File: config.mk
export PLATFORM = sky130hd
export DESIGN_NAME = mem_arb
export DESIGN_NICKNAME = d
export VERILOG_FILES = /design/src/rtl/sisc_pkg.sv /design/src/rtl/arb_pick.sv /design/src/rtl/mem_arb.sv
export SDC_FILE = /design/constraint.sdc
export NUM_CORES = 1
export LEC_CHECK = 0
export ABC_AREA = 1
export BUFFER_PORTS_ARGS = -buffer_cell sky130_fd_sc_hd__buf_2
export CORE_ASPECT_RATIO = 1.1
export CORE_MARGIN = 3
export CORE_UTILIZATION = 25
export DETAILED_ROUTE_END_ITERATION = 8
export GPL_TIMING_DRIVEN = 0
export MAX_ROUTING_LAYER = met4
export PLACE_DENSITY_LB_ADDON = 0.1
export SETUP_SLACK_MARGIN = 0.15
export SYNTH_ARGS = -nofsm -noshare
export SYNTH_HDL_FRONTEND = slang
export SYNTH_SLANG_ARGS = --single-unit
File: constraint.sdc
create_clock -name clk -period 3 [get_ports clk]
set_clock_uncertainty 0.15 [all_clocks]
set_input_delay 0.15 -clock clk [delete_from_list [all_inputs] [get_ports clk]]
set_output_delay 0.15 -clock clk [all_outputs]
set_load 0.03 [all_outputs]
File: src/rtl/sisc_pkg.sv
// Shared types and constants for the memory arbiter slice.
package sisc_pkg;

   localparam int unsigned DEF_AW = 16;
   localparam int unsigned DEF_DW = 32;

   // Owner encoding, also the value carried on gnt_d
   localparam logic OWNER_IF = 1'b0;
   localparam logic OWNER_D  = 1'b1;

   typedef enum logic [1:0] {
      IDLE,
      ISSUE,
      WAIT,
      DONE
   } arb_state_t;

endpackage

File: src/rtl/arb_pick.sv
// Winner select between fetch and data requests.
// Build option MEM_ARB_RR_EN: on a tie, grant the requester not served last.
// Without it, data always beats fetch.
module arb_pick
   import sisc_pkg::*;
(
   input  logic if_req,
   input  logic d_req,
   input  logic last_owner,
   output logic owner
);

   // Pick the owner for a transaction starting this cycle
   always_comb begin
      owner = OWNER_IF;
`ifdef MEM_ARB_RR_EN
      if (if_req && d_req) begin
         owner = ~last_owner;
      end else if (d_req) begin
         owner = OWNER_D;
      end
`else
      if (d_req) begin
         owner = OWNER_D;
      end
`endif
   end

endmodule

File: src/rtl/mem_arb.sv
// Shares one single-ported memory between instruction fetch and data access.
// One transaction at a time: IDLE -> ISSUE -> WAIT (LAT cycles) -> DONE -> IDLE.
// Tie-break policy lives in arb_pick; build option MEM_ARB_RR_EN selects
// round-robin, otherwise fixed data-over-fetch priority.
module mem_arb
   import sisc_pkg::*;
#(
   parameter int unsigned AW  = DEF_AW,
   parameter int unsigned DW  = DEF_DW,
   parameter int unsigned LAT = 2
) (
   input  logic          clk,
   input  logic          rst_f,
   input  logic          if_req,
   input  logic [AW-1:0] if_addr,
   output logic          if_ack,
   input  logic          d_req,
   input  logic          d_we,
   input  logic [AW-1:0] d_addr,
   input  logic [DW-1:0] d_wdata,
   output logic          d_ack,
   output logic [DW-1:0] rdata,
   output logic          mem_en,
   output logic          mem_we,
   output logic [AW-1:0] mem_addr,
   output logic [DW-1:0] mem_wdata,
   input  logic [DW-1:0] mem_rdata,
   output logic          busy,
   output logic          gnt_d
);

   localparam logic [3:0] LAT_CNT = 4'(LAT);

   arb_state_t state;
   logic [3:0] cnt;
   logic       we_q;   // latched store flag of the current transaction
   logic       owner;

   arb_pick u_pick (
      .if_req     (if_req),
      .d_req      (d_req),
      .last_owner (gnt_d),
      .owner      (owner)
   );

   // Transaction sequencer with registered memory-side and ack outputs
   always_ff @(posedge clk) begin
      if (!rst_f) begin
         state     <= IDLE;
         cnt       <= '0;
         we_q      <= 1'b0;
         if_ack    <= 1'b0;
         d_ack     <= 1'b0;
         mem_en    <= 1'b0;
         mem_we    <= 1'b0;
         mem_addr  <= '0;
         mem_wdata <= '0;
         rdata     <= '0;
         busy      <= 1'b0;
         gnt_d     <= 1'b0;
      end else begin
         // Strobes and acks are single-cycle pulses
         if_ack <= 1'b0;
         d_ack  <= 1'b0;
         mem_en <= 1'b0;
         mem_we <= 1'b0;
         unique case (state)
            IDLE: begin
               if (if_req || d_req) begin
                  state    <= ISSUE;
                  busy     <= 1'b1;
                  gnt_d    <= owner;
                  cnt      <= LAT_CNT;
                  mem_en   <= 1'b1;
                  mem_we   <= (owner == OWNER_D) && d_we;
                  we_q     <= (owner == OWNER_D) && d_we;
                  mem_addr <= (owner == OWNER_D) ? d_addr : if_addr;
                  // Fetches carry no write data; keep the last store value
                  if (owner == OWNER_D) begin
                     mem_wdata <= d_wdata;
                  end
               end
            end
            ISSUE: begin
               state <= WAIT;
            end
            WAIT: begin
               cnt <= cnt - 4'd1;
               if (cnt == 4'd1) begin
                  state <= DONE;
                  if (!we_q) begin
                     rdata <= mem_rdata;
                  end
                  if_ack <= (gnt_d == OWNER_IF);
                  d_ack  <= (gnt_d == OWNER_D);
               end
            end
            DONE: begin
               state <= IDLE;
               busy  <= 1'b0;
            end
            default: begin
               state <= IDLE;
               busy  <= 1'b0;
            end
         endcase
      end
   end

endmodule

# Yosys cells after proc, flatten, opt, wreduce, memory -nomap -nowiden
# Cells that the tools add are included.
[op_classes]
add_sub_neg = 1
n_eq_ne = 6
muxes = 10
bitwise_logic = 2
reduce_logical = 14
[ops]
columns = ["op", "count"]
rows = [
  ["two-way mux 16 bit", 1],
  ["AND reduction 3 bit", 4],
  ["AND reduction 2 bit", 5],
  ["case mux 2 bit (4 select lines)", 1],
  ["case mux 4 bit (2 select lines)", 1],
  ["== test 2 bit (second input constant)", 2],
  ["== test 4 x 1 -> 1 bit (second input constant)", 1],
  ["two-way mux 2 bit", 2],
  ["two-way mux 4 bit", 1],
  ["inequality test 2 bit (second input constant)", 2],
  ["nonzero test 2 bit", 2],
  ["subtractor 4 x 1 -> 4 bit (second input constant)", 1],
  ["two-way mux 1 bit", 3],
  ["== test 2 x 1 -> 1 bit (second input constant)", 1],
  ["zero test 2 bit", 1],
  ["NOT 1 bit", 2],
  ["case mux 1 bit (2 select lines)", 1],
  ["logical AND 1 bit", 1],
  ["logical OR 1 bit", 1],
]
[word_totals]
ff_bits = 93
input_bits = 101
out_inout_bits = 86

# Depth between registers and ports, before layout
[depth]
word_depth = 3
depth_mapped = 8

# By module
# A second synthesis with hierarchy kept.
[unflattened]
cells_unflattened = 436
hier_area_um2 = 3562.2
[modules_own_cells]
columns = ["module", "n_inst", "cells_per_inst", "area_each_um2", "seq_area_each_um2"]
rows = [
  ["mem_arb", 1, 435, 3554.7, 1861.8],
  ["arb_pick", 1, 1, 7.5, 0.0],
]

# Worst setup path after synthesis
# OpenSTA, ideal clock, no wires.
[synth_timing]
path_type = "register to register"
start = "register state[0]"
end = "register mem_addr[12]"
arrival_time_ns = 1.193
required_time_ns = 2.728
setup_slack_ns = 1.535
stages_incl_launch_ff = 9
n_path_buf = 1
period_less_slack_ns = 1.465
path_cell_list = "dfxtp_1 -> inv_1 -> ha_1 -> inv_2 -> nor2_8 -> inv_2 -> buf_6 -> nand3_1 -> o21ai_0"
[synth_via]
elab_chain_cells = 2
[synth_rtl]
columns = ["item", "line", "rtl"]
rows = [
  ["start: declaration", "mem_arb.sv:34", "arb_state_t state;"],
  ["start signal: assignment", "mem_arb.sv:49", "state <= IDLE;"],
  ["start signal: assignment", "mem_arb.sv:70", "state <= ISSUE;"],
  ["start signal: assignment", "mem_arb.sv:85", "state <= WAIT;"],
  ["zero test 2 bit", "mem_arb.sv:67", "unique case (state)"],
  ["AND reduction 2 bit (no line)", "--", ""],
  ["end signal: assignment", "mem_arb.sv:77", "mem_addr <= (owner == OWNER_D) ? d_addr : if_addr;"],
  ["end: declaration", "mem_arb.sv:25", "output logic [AW-1:0] mem_addr,"],
]
# Every way passes these cells.
# A chain may end at the register's enable or synchronous reset.

# Final worst setup path
[layout_timing]
start = "register state[0]"
end = "register rdata[16]"
[layout_via]
elab_chain_cells = 2
[layout_rtl]
columns = ["item", "line", "rtl"]
rows = [
  ["== test 2 bit", "mem_arb.sv:67", ""],
  ["AND reduction 3 bit (no line)", "--", ""],
  ["end signal: assignment", "mem_arb.sv:92", "rdata <= mem_rdata;"],
  ["end: declaration", "mem_arb.sv:22", "output logic [DW-1:0] rdata,"],
]
# Every way passes these cells.

==> results.py <==
metrics = {
    "grt": {
        "grt_pass1_wl_um": 18100,
        "grt_max_degree": 14,
        "antenna_found_initial": 0,
        "grtUsageTotal_pct": 14.5,
        "grt_pass1_vias": 3774,
        "overflow": 0,
    },
    "cts": {
        "numCtsBuffers": 9,
        "cts_setup_buffers": 0,
        "clkTransAtPathRegs_ns": 0.07,
        "cts_tree": "yes",
        "ctsHtreeMaxLevel": 3,
        "clock_sinks": 93,
        "clk_latency_ns": 0.34,
        "cts_buffer_depth": 2,
        "root_buffer": "clkbuf_16",
    },
    "timing": {
        "tightest_slew_ns": 0.485,
        "fmax_mhz": 580,
        "slew_viol_final": 0,
        "rsz0062_at_grt": "false",
        "post-route-period-util_pct": 57.5,
        "maxSlewHeadroom_pct": 67.7,
        "min_period_ns": 1.72,
        "hold_violations": 0,
        "setup_slack_ns": 1.28,
        "setup_viol": 0,
        "setup_tns_ns": 0,
    },
    "setup_path": {
        "setup.worst_path.end": "rdata[16]",
        "worst-path-max-fanout": 10,
        "r2r-end": "rdata[16]",
        "r2r_setup_slack_ns": 1.28,
        "reg2regPathDepth": 6,
        "path_cells": "inv_1, ha_1, nand4_4, clkbuf_2, o21ai_0, nor2_1",
        "crit_arrival_ns": 1.80,
        "required_ns": 3.08,
        "cp-end-kind": "flop",
        "worst-path-buf-inv": 2,
        "path_class": "reg2reg",
        "slowest_delay_ns": 0.35,
        "crit_cells": 6,
        "critical-path-top-delay-family": "adder cells",
        "startpoint_type": "flop",
        "cp_slowest_cell": "ha_1",
        "startpoint": "state[0]",
        "reg2reg_from": "state[0]",
    },
    "cells_and_area": {
        "area_growth_syn_to_layout_pct": 66.6,
        "fin_nets": 831,
        "fin_area_mm2": 0.00604,
        "diodes": 0,
        "drive_gt1_share_pct": 31.6,
        "finish.utilization_pct": 43.1,
        "n_fill_cell": 1425,
    },
    "die": {
        "die_y_um": 132,
        "floorplan.initialDensity_pct": 25.9,
        "fp-row-count": 45,
        "core_region_area_mm2": 0.0140,
        "dieArea_mm2": 0.0160,
        "io_pins": 187,
        "die_x_um": 121,
    },
    "power": {
        "pwr_density_cell_mw_per_mm2": 733,
        "ir_worst_vdd_v": 0.000247,
        "p_leak_uw": 0.00289,
    },
    "placement": {
        "gp_congestion": 0.716,
        "place_area_mm2": 0.00478,
        "port_buffers": 184,
        "dpl.hpwl_um": 8060,
        "dpl_worst_slack_ns": 1.25,
    },
    "logic_synthesis": {
        "synth_seq_cells": 93,
        "ys_warn_count": 0,
        "synth.net_count": 539,
        "syn-cell-area_mm2": 0.00363,
        "synth.avg_cell_area_um2": 8.39,
        "synth-seq-area-share_pct": 51.3,
        "yosysUniqueCellTypes": 28,
        "syn_inst": 432,
    },
    "detailed_routing": {
        "wire_per_inst_um": 12.4,
        "avgViaCountPerCell": 4.21,
        "dr_wl_met3_um": 770,
        "drc": 0,
        "wirelength_um": 11300,
        "wl_met2_um": 5220,
        "firstDrtPassIters": 4,
        "vias": 3863,
        "m1WireLength_um": 5130,
        "drt_iter0_markers": 154,
        "antenna_left": 0,
        "top_layer_used": "met4",
    },
    "outcome": {
        "status": "completed",
    },
    "hold_path": {
        "hold_class": "in2reg",
    },
    "flow_run": {
        "cap_violations": 0,
    },
}
-- state kept, by name, indices dropped and copies added, names as in the netlist --
name and cells:
d_ack 1, we_q 1, busy 1, cnt 4
if_ack 1, mem_we 1, mem_wdata 32, state 2
mem_en 1, rdata 32, gnt_d 1, mem_addr 16
-- placed cells by master (no fill, tap or decap), types with 2 or more instances in the layout --
| cell | netlist | layout |
|---|---|---|
| nor2_1 | 140 | 140 |
| buf_6 | 10 | 10 |
| inv_1 | 14 | 14 |
| nor2_8 | 2 | 2 |
| inv_2 | 2 | 2 |
| buf_4 | 2 | 2 |
| nand2_1 | 16 | 16 |
| clkbuf_16 | 0 | 9 |
| dlygate4sd3_1 | 0 | 97 |
| ha_1 | 6 | 6 |
| clkbuf_2 | 3 | 3 |
| nand4_1 | 2 | 2 |
| clkbuf_1 | 9 | 14 |
| o21ai_0 | 63 | 63 |
| a21oi_1 | 4 | 4 |
| dfxtp_1 | 93 | 93 |
| mux2i_1 | 16 | 16 |
| o21ai_2 | 9 | 9 |
| buf_2 | 1 | 185 |
| o21ai_1 | 10 | 10 |
| nand3_1 | 20 | 20 |
| nand2_4 | 2 | 2 |
-- tightest hold or removal path: stages --
cell and delay, ns:
buf_4 0.17, nand2_4 0.12, o21ai_0 0.08
-- cell usage after synthesis (all sizes together) --
| library cell | number | area share, % |
|---|---|---|
| a21oi | 4 | 0.55 |
| and2 | 1 | 0.17 |
| buf | 14 | 3.8 |
| clkbuf | 12 | 1.3 |
| clkinv | 1 | 0.14 |
| dfxtp | 93 | 51 |
| ha | 6 | 2.1 |
| inv | 16 | 1.7 |
| mux2i | 16 | 4.4 |
| nand2 | 19 | 2.5 |
| nand3 | 20 | 2.8 |
| nand3b | 1 | 0.21 |
| nand4 | 3 | 0.93 |
| nor2 | 143 | 16 |
| o21ai | 82 | 12 |
| o22ai | 1 | 0.17 |
-- how the worst min path moves through the flow --
stage	from	endpoint	cells past startpoint
after floorplan	d_we	mem_we	2
after global placement	mem_rdata[1]	rdata[1]	3
after detailed placement	mem_rdata[4]	rdata[4]	3
after CTS	rst_f	mem_addr[7]	3
after global routing	rst_f	mem_addr[8]	3
final	rst_f	mem_addr[7]	3
-- final cells by class --
type | instances | area [um2] | share of cell area [%]
sequential | 93 | 1860 | 30.8
buffer | 26 | 185 | 3.07
clock buffer | 15 | 258 | 4.27
multi-input combinational | 296 | 1510 | 25.1
timing repair buffer | 281 | 1890 | 31.3
inverter | 17 | 65.1 | 1.08
tap | 188 | 235 | 3.89
clock inverter | 1 | 30.0 | 0.497
-- metal layers --
metal  global-route usage (%)  vias to the layer above
li1                         -                     1995
met1                     17.9                     1717
met2                     22.8                      136
met3                     3.35                       15
met4                     6.05                        0
met5                        -                        -
-- per-stage QoR --
step                      instances  power (uW)  hold WS, ns
after detailed placement        804        3230        0.244
final                           917        4430       0.0762
after global placement          804        3220        0.236
after floorplan                 432        2760        0.135
after global routing            917        4730       0.0889
after CTS                       917        4490       0.0659
-- cells by family after synthesis --
kind of cell,Yosys count,synth area share [%]
fa+ha+maj,6,2.07
simple gates,187,22.3
flops,93,51.3
buf+inv,43,6.90
mux,16,4.42
compound gates,87,13.0
-- what timing repair did --
item	4_1_cts	5_1_grt
hold buffers	97	0
resized for setup	0	0
endpoints found under the hold margin	82	0
-- power by group --
part | internal, uW | switching [uW] | total, uW
clock network | 671 | 461 | 1130
registers | 1490 | 129 | 1620
logic | 598 | 1080 | 1680
Note: power is estimated with default switching activity, not from simulation.
